[config.mk]
export PLATFORM = sky130hd
export DESIGN_NAME = adc_sequencer
export DESIGN_NICKNAME = d
export VERILOG_FILES = /design/src/rtl/adc_seq_pkg.sv /design/src/rtl/seq_phase_cnt.sv /design/src/rtl/adc_sequencer.sv
export SDC_FILE = /design/constraint.sdc
export NUM_CORES = 1
export LEC_CHECK = 0
export ABC_AREA = 0
export CAP_MARGIN = 30
export CELL_PAD_IN_SITES_DETAIL_PLACEMENT = 0
export CELL_PAD_IN_SITES_GLOBAL_PLACEMENT = 2
export CORE_ASPECT_RATIO = 1.25
export CORE_MARGIN = 5
export CORE_UTILIZATION = 40
export CTS_CLUSTER_DIAMETER = 50
export CTS_CLUSTER_SIZE = 8
export DETAILED_ROUTE_END_ITERATION = 16
export DONT_BUFFER_PORTS = 1
export PLACE_DENSITY_LB_ADDON = 0.1
export SKIP_CTS_REPAIR_TIMING = 1
export SLEW_MARGIN = 20
export SYNTH_ARGS = -nofsm -noshare
export SYNTH_HDL_FRONTEND = slang
export SYNTH_HIERARCHICAL = 1
export SYNTH_SLANG_ARGS = --single-unit
export TNS_END_PERCENT = 100
[constraint.sdc]
create_clock -name clk -period 2.93 [get_ports clk]
set_input_delay 0.293 -clock clk [delete_from_list [all_inputs] [get_ports clk]]
set_output_delay 0.293 -clock clk [all_outputs]
set_load 0.01 [all_outputs]
[src/rtl/adc_seq_pkg.sv]
// Shared types for the ADC sequencer: FSM states, phase strobe vector, bit-index width.
package adc_seq_pkg;

   localparam int NBITS_DEFAULT = 16;
   localparam int IDX_W         = $clog2(NBITS_DEFAULT);

   typedef enum logic [2:0] {
      S_IDLE,
      S_INIT,
      S_SAMP,
      S_COMP,
      S_UPDATE,
      S_DONE
   } seq_state_e;

   typedef struct packed {
      logic init;
      logic samp;
      logic comp;
      logic update;
   } phase_t;

   // One-hot strobe pattern for a state; a gap cycle forces all strobes low.
   function automatic phase_t phase_of(seq_state_e s, logic gap);
      phase_t p;
      p = '0;
      if (!gap) begin
         case (s)
            S_INIT:   p.init   = 1'b1;
            S_SAMP:   p.samp   = 1'b1;
            S_COMP:   p.comp   = 1'b1;
            S_UPDATE: p.update = 1'b1;
            default:  p        = '0;
         endcase
      end
      return p;
   endfunction

endpackage

[src/rtl/seq_phase_cnt.sv]
// Loadable down-counter timing each sequencer phase; tc is high while the count is zero.
// Load has priority; the count parks at zero until reloaded.
module seq_phase_cnt #(
   parameter int W = 3
) (
   input  logic         clk,
   input  logic         rst_n,
   input  logic         load,
   input  logic [W-1:0] load_val,
   output logic         tc
);

   logic [W-1:0] cnt_q;

   always_ff @(posedge clk or negedge rst_n) begin
      if (!rst_n) begin
         cnt_q <= '0;
      end else if (load) begin
         cnt_q <= load_val;
      end else if (cnt_q != '0) begin
         cnt_q <= cnt_q - W'(1);
      end
   end

   assign tc = (cnt_q == '0);

endmodule

[src/rtl/adc_sequencer.sv]
// SAR ADC sequencer: registered init/samp/comp/update strobes, MSB-first word on valid/ready.
// DONE stalls with busy held until the word can be loaded; ADC_SEQ_NONOVERLAP_EN adds a gap cycle per phase change.
module adc_sequencer
   import adc_seq_pkg::*;
#(
   parameter int NBITS         = NBITS_DEFAULT,
   parameter int SAMP_CYCLES   = 4,
   parameter int COMP_CYCLES   = 1,
   parameter int UPDATE_CYCLES = 1
) (
   input  logic             clk,
   input  logic             rst_n,
   input  logic             start,
   input  logic             continuous,
   input  logic             comp_out,
   output logic             seq_init,
   output logic             seq_samp,
   output logic             seq_comp,
   output logic             seq_update,
   output logic             busy,
   output logic [NBITS-1:0] result,
   output logic             result_valid,
   input  logic             result_ready
);

   localparam int IW    = (NBITS == NBITS_DEFAULT) ? IDX_W : $clog2(NBITS);
   localparam int MAX_A = (SAMP_CYCLES > COMP_CYCLES) ? SAMP_CYCLES : COMP_CYCLES;
   localparam int MAXC  = (MAX_A > UPDATE_CYCLES) ? MAX_A : UPDATE_CYCLES;
   localparam int CNT_W = $clog2(MAXC + 1);

   seq_state_e       state_q, state_d, enter_state;
   phase_t           phase_q, phase_d;
   logic             busy_q;
   logic [IW-1:0]    idx_q, idx_d;
   logic [NBITS-1:0] sreg_q, sreg_d;
   logic [NBITS-1:0] result_q, result_d;
   logic             rv_q, rv_d;
   logic             enter;
   logic             cnt_load, tc;
   logic [CNT_W-1:0] cnt_val;
   logic             in_gap;

`ifdef ADC_SEQ_NONOVERLAP_EN
   logic gap_q, gap_d;
   assign in_gap = gap_q;
   always_ff @(posedge clk or negedge rst_n) begin
      if (!rst_n) gap_q <= 1'b0;
      else        gap_q <= gap_d;
   end
`else
   assign in_gap = 1'b0;
`endif

   function automatic logic [CNT_W-1:0] dur(seq_state_e s);
      case (s)
         S_SAMP:   return CNT_W'(SAMP_CYCLES - 1);
         S_COMP:   return CNT_W'(COMP_CYCLES - 1);
         S_UPDATE: return CNT_W'(UPDATE_CYCLES - 1);
         default:  return '0;
      endcase
   endfunction

   seq_phase_cnt #(.W(CNT_W)) u_phase_cnt (
      .clk      (clk),
      .rst_n    (rst_n),
      .load     (cnt_load),
      .load_val (cnt_val),
      .tc       (tc)
   );

   always_comb begin
      state_d     = state_q;
      idx_d       = idx_q;
      sreg_d      = sreg_q;
      result_d    = result_q;
      rv_d        = rv_q;
      cnt_load    = 1'b0;
      cnt_val     = '0;
      enter       = 1'b0;
      enter_state = state_q;
`ifdef ADC_SEQ_NONOVERLAP_EN
      gap_d       = 1'b0;
`endif

      if (rv_q && result_ready) rv_d = 1'b0;

      // During a gap state_q already names the upcoming phase; its timer starts when the gap ends.
      if (in_gap) begin
         cnt_load = tc;
         cnt_val  = dur(state_q);
`ifdef ADC_SEQ_NONOVERLAP_EN
         gap_d    = !tc;
`endif
      end else begin
         case (state_q)
            S_IDLE: begin
               if (start || continuous) state_d = S_INIT;
            end
            S_INIT: begin
               enter       = 1'b1;
               enter_state = S_SAMP;
            end
            S_SAMP: begin
               if (tc) begin
                  idx_d       = IW'(NBITS - 1);
                  enter       = 1'b1;
                  enter_state = S_COMP;
               end
            end
            S_COMP: begin
               if (tc) begin
                  sreg_d[idx_q] = comp_out;
                  if (idx_q == '0) begin
                     state_d = S_DONE;
                  end else begin
                     enter       = 1'b1;
                     enter_state = S_UPDATE;
                  end
               end
            end
            S_UPDATE: begin
               if (tc) begin
                  idx_d       = idx_q - IW'(1);
                  enter       = 1'b1;
                  enter_state = S_COMP;
               end
            end
            S_DONE: begin
               if (!rv_q || result_ready) begin
                  result_d = sreg_q;
                  rv_d     = 1'b1;
                  state_d  = continuous ? S_INIT : S_IDLE;
               end
            end
            default: state_d = S_IDLE;
         endcase
      end

      if (enter) begin
         state_d  = enter_state;
         cnt_load = 1'b1;
`ifdef ADC_SEQ_NONOVERLAP_EN
         gap_d    = 1'b1;
         cnt_val  = '0;
`else
         cnt_val  = dur(enter_state);
`endif
      end

`ifdef ADC_SEQ_NONOVERLAP_EN
      phase_d = phase_of(state_d, gap_d);
`else
      phase_d = phase_of(state_d, 1'b0);
`endif
   end

   always_ff @(posedge clk or negedge rst_n) begin
      if (!rst_n) begin
         state_q  <= S_IDLE;
         phase_q  <= '0;
         busy_q   <= 1'b0;
         idx_q    <= '0;
         sreg_q   <= '0;
         result_q <= '0;
         rv_q     <= 1'b0;
      end else begin
         state_q  <= state_d;
         phase_q  <= phase_d;
         busy_q   <= (state_d != S_IDLE);
         idx_q    <= idx_d;
         sreg_q   <= sreg_d;
         result_q <= result_d;
         rv_q     <= rv_d;
      end
   end

   assign seq_init     = phase_q.init;
   assign seq_samp     = phase_q.samp;
   assign seq_comp     = phase_q.comp;
   assign seq_update   = phase_q.update;
   assign busy         = busy_q;
   assign result       = result_q;
   assign result_valid = rv_q;

endmodule

==> results of run 1 <==
worst reg2reg max path: cells and delay by family (launching register included):
family	cells	cell delay [ns]
buffers and inverters	2	0.31
AND/OR/NAND/NOR	2	0.21
adder cells (fa/ha/maj)	1	0.20
flip-flops	1	0.40
AO/OA/AOI/OAI	4	1.11
synth_stat cells, drive strengths merged, types with 3 or more instances:
master	number	area, sq um
a21oi	9	45.04
and2	5	36.29
buf	5	31.28
clkbuf	4	16.26
dfrtp	48	1201
ha	7	87.58
inv	9	33.78
mux2	32	397.9
nand2	23	86.33
nand2b	3	18.77
nand3	8	45.04
nor2	10	37.54
nor2b	7	43.79
o21ai	8	40.04
path summary, 6_finish.rpt:
kind	startpoint	endpoint	slack, ns	cells after the start
worst max-delay path	u_phase_cnt/cnt_q[0]$_DFFE_PN0P_	u_phase_cnt/cnt_q[0]$_DFFE_PN0P_	0.60	9
worst min-delay path	comp_out	sreg_q[13]$_DFFE_PN0P_	0.14	1
worst max register to register	u_phase_cnt/cnt_q[0]$_DFFE_PN0P_	u_phase_cnt/cnt_q[0]$_DFFE_PN0P_	0.60	9
worst min register to register	sreg_q[0]$_DFFE_PN0P_	sreg_q[0]$_DFFE_PN0P_	0.51	1
max in group asynchronous	rst_n	result[12]$_DFFE_PN0P_	2.19	2
min in group asynchronous	rst_n	state_q[2]$_DFF_PN0_	0.53	2
registers in the layout, indices dropped and copies added (netlist names), 3 cells and up:
register and flops:
state_q 3, sreg_q 16, result 16, idx_q 4, u_phase_cnt/cnt_q 3
cell type report:
type / count / area [sq um]
clock buffers: 6 / 72.57
flip-flops and latches: 48 / 1201
fillers: 574 / 3249
clock inverters: 1 / 5.005
repair buffers: 4 / 52.55
inverters: 10 / 37.54
multi-input cells: 139 / 1040
well taps: 66 / 82.58
cells by family (layout without fill, tap and decap cells):
group                    count (synthesis)  in the layout  share of synthesized area
AND/OR/NAND/NOR                         68             68                     0.1522
flip-flops                              48             48                     0.5164
multiplexers                            32             32                     0.1711
AO/OA/AOI/OAI                           31             31                    0.08445
buffers and inverters                   19             21                    0.03657
adder cells (fa/ha/maj)                  7              7                    0.03765
other                                    1              1                   0.001612
metrics by stage:
stage,instance area (sq um),total power (uW),hold WS (ns),utilization
6_report,2491,2369,0.1420,0.4340
3_5_place_dp,2376,2011,-0.001345,0.4139
3_3_place_gp,2376,1969,-0.001350,0.4139
2_1_floorplan,2326,1819,-0.002591,-
4_1_cts,2454,2397,-0.3341,0.4274
5_1_grt,2491,2579,0.1194,0.4340
metal layers:
layer	vias to the layer above	routed length, um
li1	716	-
met1	758	1961
met2	22	2326
met4	0	78
met5	-	0
met3	8	206
where the power goes:
part	leakage [uW]	internal [uW]	switching, uW
logic	0.000474	400	359
clock network	0.0000410	163	208
registers	0.000580	938	302
total	0.00109	1500	868
==> flow_summary.yaml, run 1 <==
finish:
  final_nets: 221
  drive_above_1_share: 0.2260
  final-instance-count-excl-fill: 274
  final_common_cell: "dfrtp_1"
  antenna_cells: 0
  final_cell_mix: "48 x dfrtp_1, 23 x nand2_1, 22 x mux2_2"
  area_growth_pct: 7.101
logic_synthesis:
  syn_inst: 206
  postSynthAreaPerCell_sq_um: 11.29
  syn_area_sq_um: 2326
  synth_nets: 219
  ys_types: 40
  synthFlopType: "dfrtp_1"
  synth_seq_cells: 48
  yosysSeqAreaShare: 0.5164
  synth_edf_count: 0
  ys.warnings.count: 6
  async_flop_share: 1.000
detailed_routing:
  antenna_left: 0
  drc: 0
  route.vias.total: 1504
  first_iter_violations: 49
  avgRoutedWirePerCell_um: 16.69
  drtPass1Iterations: 4
  via_per_inst: 5.489
  routed_wl_mm: 4.573
placement:
  preCtsSetupSlack_ns: 0.6004
  gp_congestion: 0.7921
  port_buffers: 0
  hpwlAfterDp_mm: 3.206
  placed_cells: 265
clock_network:
  clk_pin_slew_ns: 0.08
  clk_latency_ns: 0.30
  clkSinkCount: 48
  cts_htree_levels: 2
  cts_max_path_buffers: 2
  cts_tree: "done"
  cts_buffers: 5
  clock-root-buffer: "clkbuf_8"
grt:
  grt_pass1_vias: 1513
  antenna_found_initial: 0
  use_met3: 0.04253
  grt_busiest_layer: "met2"
  grt_util_met2: 0.2429
  grt-ovfl-total: 0
  grt_pass1_wl_mm: 7.955
  met1_usage: 0.1558
  grt_max_degree: 49
  grtUsageTotal: 0.1375
setup_path:
  cp_data_arrival_time_ns: 2.53
  crit_type: "register to register"
  cp-end-kind: "register"
  cp_max_fo: 11
  crit_top_cell: "inv_1"
  cp_slowest_stage_delay_ns: 0.40
  critPathTopFamily: "compound AO/OA/AOI/OAI gates"
  path_cells: "inv_1 -> ha_1 -> nand2b_1 -> inv_1 -> a21bo_2 -> a211o_1 -> o21ai_0 -> nor2b_1 -> a221oi_1"
  crit_buf_inv: 2
  crit_slowest_cell: "dfrtp_1"
  worstPathRequired_ns: 3.12
  startpoint_type: "register"
die:
  ios: 28
  fp.dieW_um: 78.21
  rows: 31
  die_y_um: 95.26
  core_sq_um: 5741
  dieArea_sq_um: 7449
  start_util: 0.4052
power:
  power.density_nw_per_um2: 951.0
  p_leak_uw: 0.001095
  ir_worst_vdd_mv: 0.3489
timing:
  post-route-min-period_ns: 2.335
  tightest_slew_ns: 0.6682
  finalSetupTns_ns: 0
  min_period_over_period: 0.7969
  rsz0062_at_grt: "false"
  hold_viol: 0
  max_freq_mhz: 428.3
  fin_worst_skew_ns: 0.006292
  fin_ws_ns: 0.5952
  maxSlewViolCount: 0
  setup_viol: 0
  relSlewSlack: 0.5498
run:
  cap_violations: 0
worst_hold_path:
  hp-class: "primary input to register"
status:
  outcome: "completed"
(Power assumes the default switching activity.)
==> inputs of run 2 (changes only) <==
ABC_AREA = 1   (was 0)
CORE_UTILIZATION = 38   (was 40)
clock period = 2.4 ns   (was 2.93 ns; I/O delays follow)
==> run 2 against run 1 <==
Compared with the run above: clock power up 71%; maximum frequency up 20%; global-route usage down 1.4 points; first-iteration DRC count down 51%; setup slack worse by 0.15 ns; core utilization down 0.66 points; sequential power up 20%; area after synthesis down 3.7%; clock skew down 0.0013 ns; critical path type unchanged; sequential share of layout area up 0.42 points.
==> flow_summary.yaml, run 2 <==
detailed_routing:
  antenna_left: 0
  via_per_inst: 4.767
  avgRoutedWirePerCell_um: 12.85
  route.vias.total: 1573
  routed_wl_mm: 4.242
  first_iter_violations: 24
  drc: 0
  drtPass1Iterations: 4
placement:
  dpl-instance-area_sq_um: 2306
  port_buffers: 0
  gp_congestion: 0.6935
  preCtsSetupSlack_ns: 0.4452
  placed_cells: 320
  hpwlAfterDp_mm: 3.131
setup_path:
  timing.rr.start: "u_phase_cnt/cnt_q[0]$_DFFE_PN0P_"
  cp-end-kind: "register"
  worstRegToRegCells: 11
  cp_data_arrival_time_ns: 2.14
  r2r-end: "u_phase_cnt/cnt_q[1]$_DFFE_PN0P_"
  ff2ff_setup_slack_ns: 0.45
  cp_max_fo: 11
  crit_type: "register to register"
  worstPathRequired_ns: 2.59
  startpoint_type: "register"
worst_hold_path:
  min-delay-start: "comp_out"
  hp-class: "primary input to register"
  hold_path_depth: 2
  min_to: "sreg_q[10]$_DFFE_PN0P_"
logic_synthesis:
  postSynthAreaPerCell_sq_um: 8.715
  yosysTopAreaCellShare: 0.5363
  async_flop_share: 1.000
  synth_edf_count: 0
  syn_inst: 257
  synth_nets: 270
  yosysSeqAreaShare: 0.5363
  synthTopCellsByArea: "dfrtp_1 54%, nand2_1 11%, o21ai_0 6.3%, inv_1 5.9%, ha_1 3.9%"
  synth_seq_cells: 48
  ys.warnings.count: 6
  yosysTopAreaCell: "dfrtp_1"
  synthFlopType: "dfrtp_1"
  yosysMostFrequentCell: "nand2_1"
  syn_area_sq_um: 2240
  synthTopCellsByCount: "65 x nand2_1, 48 x dfrtp_1, 35 x inv_1"
  ys_types: 24
clock_network:
  clk_pin_slew_ns: 0.09
  cts_htree_levels: 2
  cts_tree: "done"
  clkSinkCount: 48
  cts_max_path_buffers: 2
  clock-root-buffer: "clkbuf_8"
  cts_buffers: 5
  clk_latency_ns: 0.30
die:
  ios: 28
  start_util: 0.3875
  die_y_um: 95.84
  core_sq_um: 5779
  fp.dieW_um: 78.67
  rows: 31
  dieArea_sq_um: 7539
power:
  internal_power_uw: 1940
  p_comb_frac: 0.341
  p_clk_frac: 0.197
  switching_share: 0.3974
  power.density_nw_per_um2: 1304
  switchingPower_uw: 1279
  p_leak_uw: 0.001251
  seqPwrFrac: 0.462
  power_uw: 3219
  ir_worst_vdd_mv: 0.6480
timing:
  setup_viol: 0
  hold_viol: 0
  fin_ws_ns: 0.4478
  rsz0062_at_grt: "false"
  min_period_over_period: 0.8134
  max_freq_mhz: 512.3
  maxSlewViolCount: 0
  finalSetupTns_ns: 0
  post-route-min-period_ns: 1.952
  fin_worst_skew_ns: 0.004999
grt:
  grt_pass1_vias: 1557
  grtUsageTotal: 0.1236
  grt_max_degree: 49
  grt-ovfl-total: 0
  antenna_found_initial: 0
  grt_pass1_wl_mm: 7.320
finish:
  area_growth_pct: 10.28
  antenna_cells: 0
  seqCellArea_sq_um: 1201
  final_cell_mix: "65 x nand2_1, 48 x dfrtp_1, 35 x inv_1"
  final_nets: 276
  drive_above_1_share: 0.1402
  postLayoutCellArea_sq_um: 2470
  final_common_cell: "nand2_1"
  multi_input_area_sq_um: 872.1
  fillers: 605
  final-instance-count-excl-fill: 330
run:
  cap_violations: 0
status:
  outcome: "completed"
[run 2: cell types whose count changed in the layout (fill, tap and decap cells not counted), moves of 4 or more]
cell,delta
a21oi_1,-8
nand2_1,+42
and2_2,-4
o21ai_0,+20
nand3_1,+8
mux2_2,-16
nor2_2,+4
nor2_1,+10
nand2_2,+8
nor2b_1,-7
inv_1,+26
mux2_4,-10
[run 2: cell families after synthesis]
| family | share of synthesized area |
|---|---|
| and+or+nand+nor | 0.2358 |
| DFF | 0.5363 |
| buffers and inverters | 0.07430 |
| AOI/OAI and AO/OA | 0.08268 |
| adders and majority gates | 0.03910 |
| muxes | 0.03017 |
| other | 0.001674 |
[run 2: per-stage QoR]
step	hold slack, ns	utilization
floorplan	-0.05559	-
global placement	-0.05407	0.3990
detailed placement	-0.05425	0.3990
CTS	-0.3889	0.4209
global route	0.05162	0.4274
finish	0.05976	0.4274
[run 2: layer usage]
metal / up-vias / GRT usage / part of all wire
met5: - / 0 / 0
met1: 736 / 0.1434 / 0.45
met2: 22 / 0.2167 / 0.50
li1: 808 / - / -
met4: 0 / 0.04810 / 0.015
met3: 7 / 0.03371 / 0.035
[run 2: final cells by class]
type,count,share of cell area
Timing Repair Buffer,3,0.01824
Clock inverter,1,0.01216
Multi-Input combinational cell,167,0.3531
Inverter,38,0.05775
Sequential cell,48,0.4863
Tap cell,66,0.03343
Clock buffer,7,0.03901
[run 2: worst max-delay path, cell delays in order, from the launching register on]
cell     delay [ns]
dfrtp_1        0.40
inv_1          0.08
ha_1           0.19
inv_1          0.06
nor2_2         0.10
nand2_1        0.11
nor2_4         0.30
a21oi_2        0.15
nand2_1        0.22
o21ai_0        0.12
nand2_1        0.07
nand2_1        0.05
[run 2: how the worst max path moves through the flow]
stage	cells past startpoint	slack, ns	startpoint	endpoint
2_1_floorplan	11	0.74	u_phase_cnt/cnt_q[0]$_DFFE_PN0P_	u_phase_cnt/cnt_q[1]$_DFFE_PN0P_
3_3_place_gp	11	0.49	u_phase_cnt/cnt_q[0]$_DFFE_PN0P_	u_phase_cnt/cnt_q[1]$_DFFE_PN0P_
3_5_place_dp	11	0.45	u_phase_cnt/cnt_q[0]$_DFFE_PN0P_	u_phase_cnt/cnt_q[1]$_DFFE_PN0P_
4_1_cts	11	0.42	u_phase_cnt/cnt_q[0]$_DFFE_PN0P_	u_phase_cnt/cnt_q[1]$_DFFE_PN0P_
5_1_grt	12	0.15	u_phase_cnt/cnt_q[0]$_DFFE_PN0P_	u_phase_cnt/cnt_q[0]$_DFFE_PN0P_
6_report	11	0.45	u_phase_cnt/cnt_q[0]$_DFFE_PN0P_	u_phase_cnt/cnt_q[1]$_DFFE_PN0P_
[run 2: power by group through the flow]
stage / sequential [uW] / combinational (uW) / clock, uW
2_1_floorplan: 1440 / 898 / 0
3_3_place_gp: 1510 / 1100 / 0
3_5_place_dp: 1510 / 1100 / 0
4_1_cts: 1500 / 1100 / 661
5_1_grt: 1540 / 1300 / 690
6_report: 1490 / 1100 / 634
==> inputs of run 3 (changes only) <==
CORE_UTILIZATION = 34   (was 38)
clock period = 1.7 ns   (was 2.4 ns; I/O delays follow)
==> run 3 against run 2 <==
Compared with the run above: die area increased by 10%; global-route usage decreased by 0.47 points; non-clock buffer count increased by 16; the run now ends with hold timing left; critical path type unchanged; critical path depth increased by 2; maximum frequency increased by 20%; final area increased by 10%; largest cell class unchanged; core utilization decreased by 0.83 points; sequential share of layout area decreased by 4.4 points; clock power increased by 58%; final cell count increased by 11%.
==> flow_summary.yaml, run 3 (same netlist as run 2, synthesis figures left out) <==
grt:
  antenna_found_initial: 0
  grt_pass1_wl_mm: 7.638
  grt-ovfl-total: 0
  grt_pass1_vias: 1679
  grt_max_degree: 49
  grtUsageTotal: 0.1189
die:
  rows: 33
  fp.dieW_um: 82.60
  dieArea_sq_um: 8321
  core_sq_um: 6482
  ios: 28
  start_util: 0.3455
  die_y_um: 100.7
setup_path:
  path_cells: "inv_2 -> ha_4 -> inv_2 -> nor2_4 -> nand2_2 -> nor2_4 -> buf_12 -> nand2_4 -> nand3_2 -> nand3_2 -> nand2_4 -> inv_2 -> nor2_2"
  cp_max_fo: 5
  crit_type: "register to register"
  crit_top_cell: "inv_2"
  crit_slowest_cell: "dfrtp_1"
  critPathTopFamily: "simple AND/OR/NAND/NOR gates"
  startpoint_type: "register"
  crit_buf_inv: 4
  worstPathRequired_ns: 1.94
  cp_data_arrival_time_ns: 1.87
  cp-end-kind: "register"
  cp_slowest_stage_delay_ns: 0.40
timing:
  fin_worst_skew_ns: 0.007729
  setup_viol: 0
  rsz0062_at_grt: "true"
  maxSlewViolCount: 0
  hold_viol: 3
  max_freq_mhz: 612.5
  min_period_over_period: 0.9604
  post-route-min-period_ns: 1.633
  finalSetupTns_ns: 0
  hold_ws_ns: -0.01366
  fin_ws_ns: 0.06736
finish:
  drive_above_1_share: 0.2321
  area_growth_pct: 21.29
  final_common_cell: "nand2_1"
  final_nets: 292
  final_util: 0.4190
  antenna_cells: 0
  final_cell_mix: "61 x nand2_1, 48 x dfrtp_1, 32 x inv_1"
power:
  internal_power_uw: 3038
  switching_share: 0.3906
  p_comb_frac: 0.380
  p_clk_frac: 0.201
  p_leak_uw: 0.001343
  power.density_nw_per_um2: 1835
  switchingPower_uw: 1947
  seqPwrFrac: 0.419
  ir_worst_vdd_mv: 0.9331
placement:
  preCtsSetupSlack_ns: -0.06680
  gp_congestion: 0.7295
  port_buffers: 0
  hpwlAfterDp_mm: 3.238
clock_network:
  cts_max_path_buffers: 2
  cts_tree: "done"
  cts_htree_levels: 2
  clk_latency_ns: 0.30
  clk_pin_slew_ns: 0.10
  clock-root-buffer: "clkbuf_8"
  clkSinkCount: 48
  cts_buffers: 5
detailed_routing:
  via_per_inst: 4.368
  avgRoutedWirePerCell_um: 12.50
  drc: 0
  routed_wl_mm: 4.587
  drtPass1Iterations: 4
  route.vias.total: 1603
  first_iter_violations: 28
  antenna_left: 0
status:
  outcome: "complete, but fails checks"
  violations: "hold timing"
worst_hold_path:
  hp-class: "primary input to register"
run:
  cap_violations: 0
[run 3: cell types whose count changed in the layout (fill, tap and decap cells not counted), sizes merged]
cell | previous run | this run
inv | 38 | 39
clkbuf | 7 | 6
dlygate4sd3 | 1 | 2
bufinv | 1 | 2
buf | 2 | 16
[run 3: final timing paths]
| check | from | to | slack, ns | cells after the start |
|---|---|---|---|---|
| worst min register to register | sreg_q[14]$_DFFE_PN0P_ | sreg_q[14]$_DFFE_PN0P_ | 0.50 | 2 |
| min in group asynchronous | rst_n | sreg_q[13]$_DFFE_PN0P_ | 0.38 | 2 |
| worst max-delay path | u_phase_cnt/cnt_q[1]$_DFFE_PN0P_ | seq_update$_DFF_PN0_ | 0.07 | 13 |
| worst min-delay path | comp_out | sreg_q[7]$_DFFE_PN0P_ | -0.01 | 2 |
| max in group asynchronous | rst_n | seq_samp$_DFF_PN0_ | 1.11 | 2 |
| worst max register to register | u_phase_cnt/cnt_q[1]$_DFFE_PN0P_ | seq_update$_DFF_PN0_ | 0.07 | 13 |
[run 3: worst register-to-register path, cell delays in order, from the launching register on]
cell     delay, ns
dfrtp_1       0.40
inv_2         0.09
ha_4          0.14
inv_2         0.04
nor2_4        0.10
nand2_2       0.08
nor2_4        0.17
buf_12        0.15
nand2_4       0.05
nand3_2       0.06
nand3_2       0.08
nand2_4       0.10
inv_2         0.04
nor2_2        0.08
[run 3: per-layer routing]
layer	wire [um]	track usage
met2	2393	0.2093
met5	0	0
met1	1974	0.1359
met3	147	0.02683
met4	72	0.04906
[run 3: area by class of cell]
class / count / area (sq um)
Fill cell: 692 / 3766
Sequential cell: 48 / 1201
Multi-Input combinational cell: 167 / 924.6
Timing Repair Buffer: 19 / 201.4
Inverter: 38 / 142.6
Tap cell: 87 / 108.9
Clock buffer: 5 / 68.82
Clock inverter: 3 / 68.82
[run 3: stage by stage]
step / instances / instance area, sq um / total power [uW]
3_5_place_dp: 351 / 2420 / 3832
3_3_place_gp: 351 / 2420 / 3820
4_1_cts: 359 / 2557 / 4862
2_1_floorplan: 257 / 2240 / 3303
6_report: 367 / 2716 / 4985
5_1_grt: 367 / 2716 / 5437
[run 3: power by group through the flow]
stage          logic [uW]  clock network [uW]  registers (uW)
4_1_cts              1730                1040            2090
3_5_place_dp         1720                   0            2120
5_1_grt              2200                1080            2160
6_report             1890                1000            2090
2_1_floorplan        1270                   0            2040
3_3_place_gp         1710                   0            2110
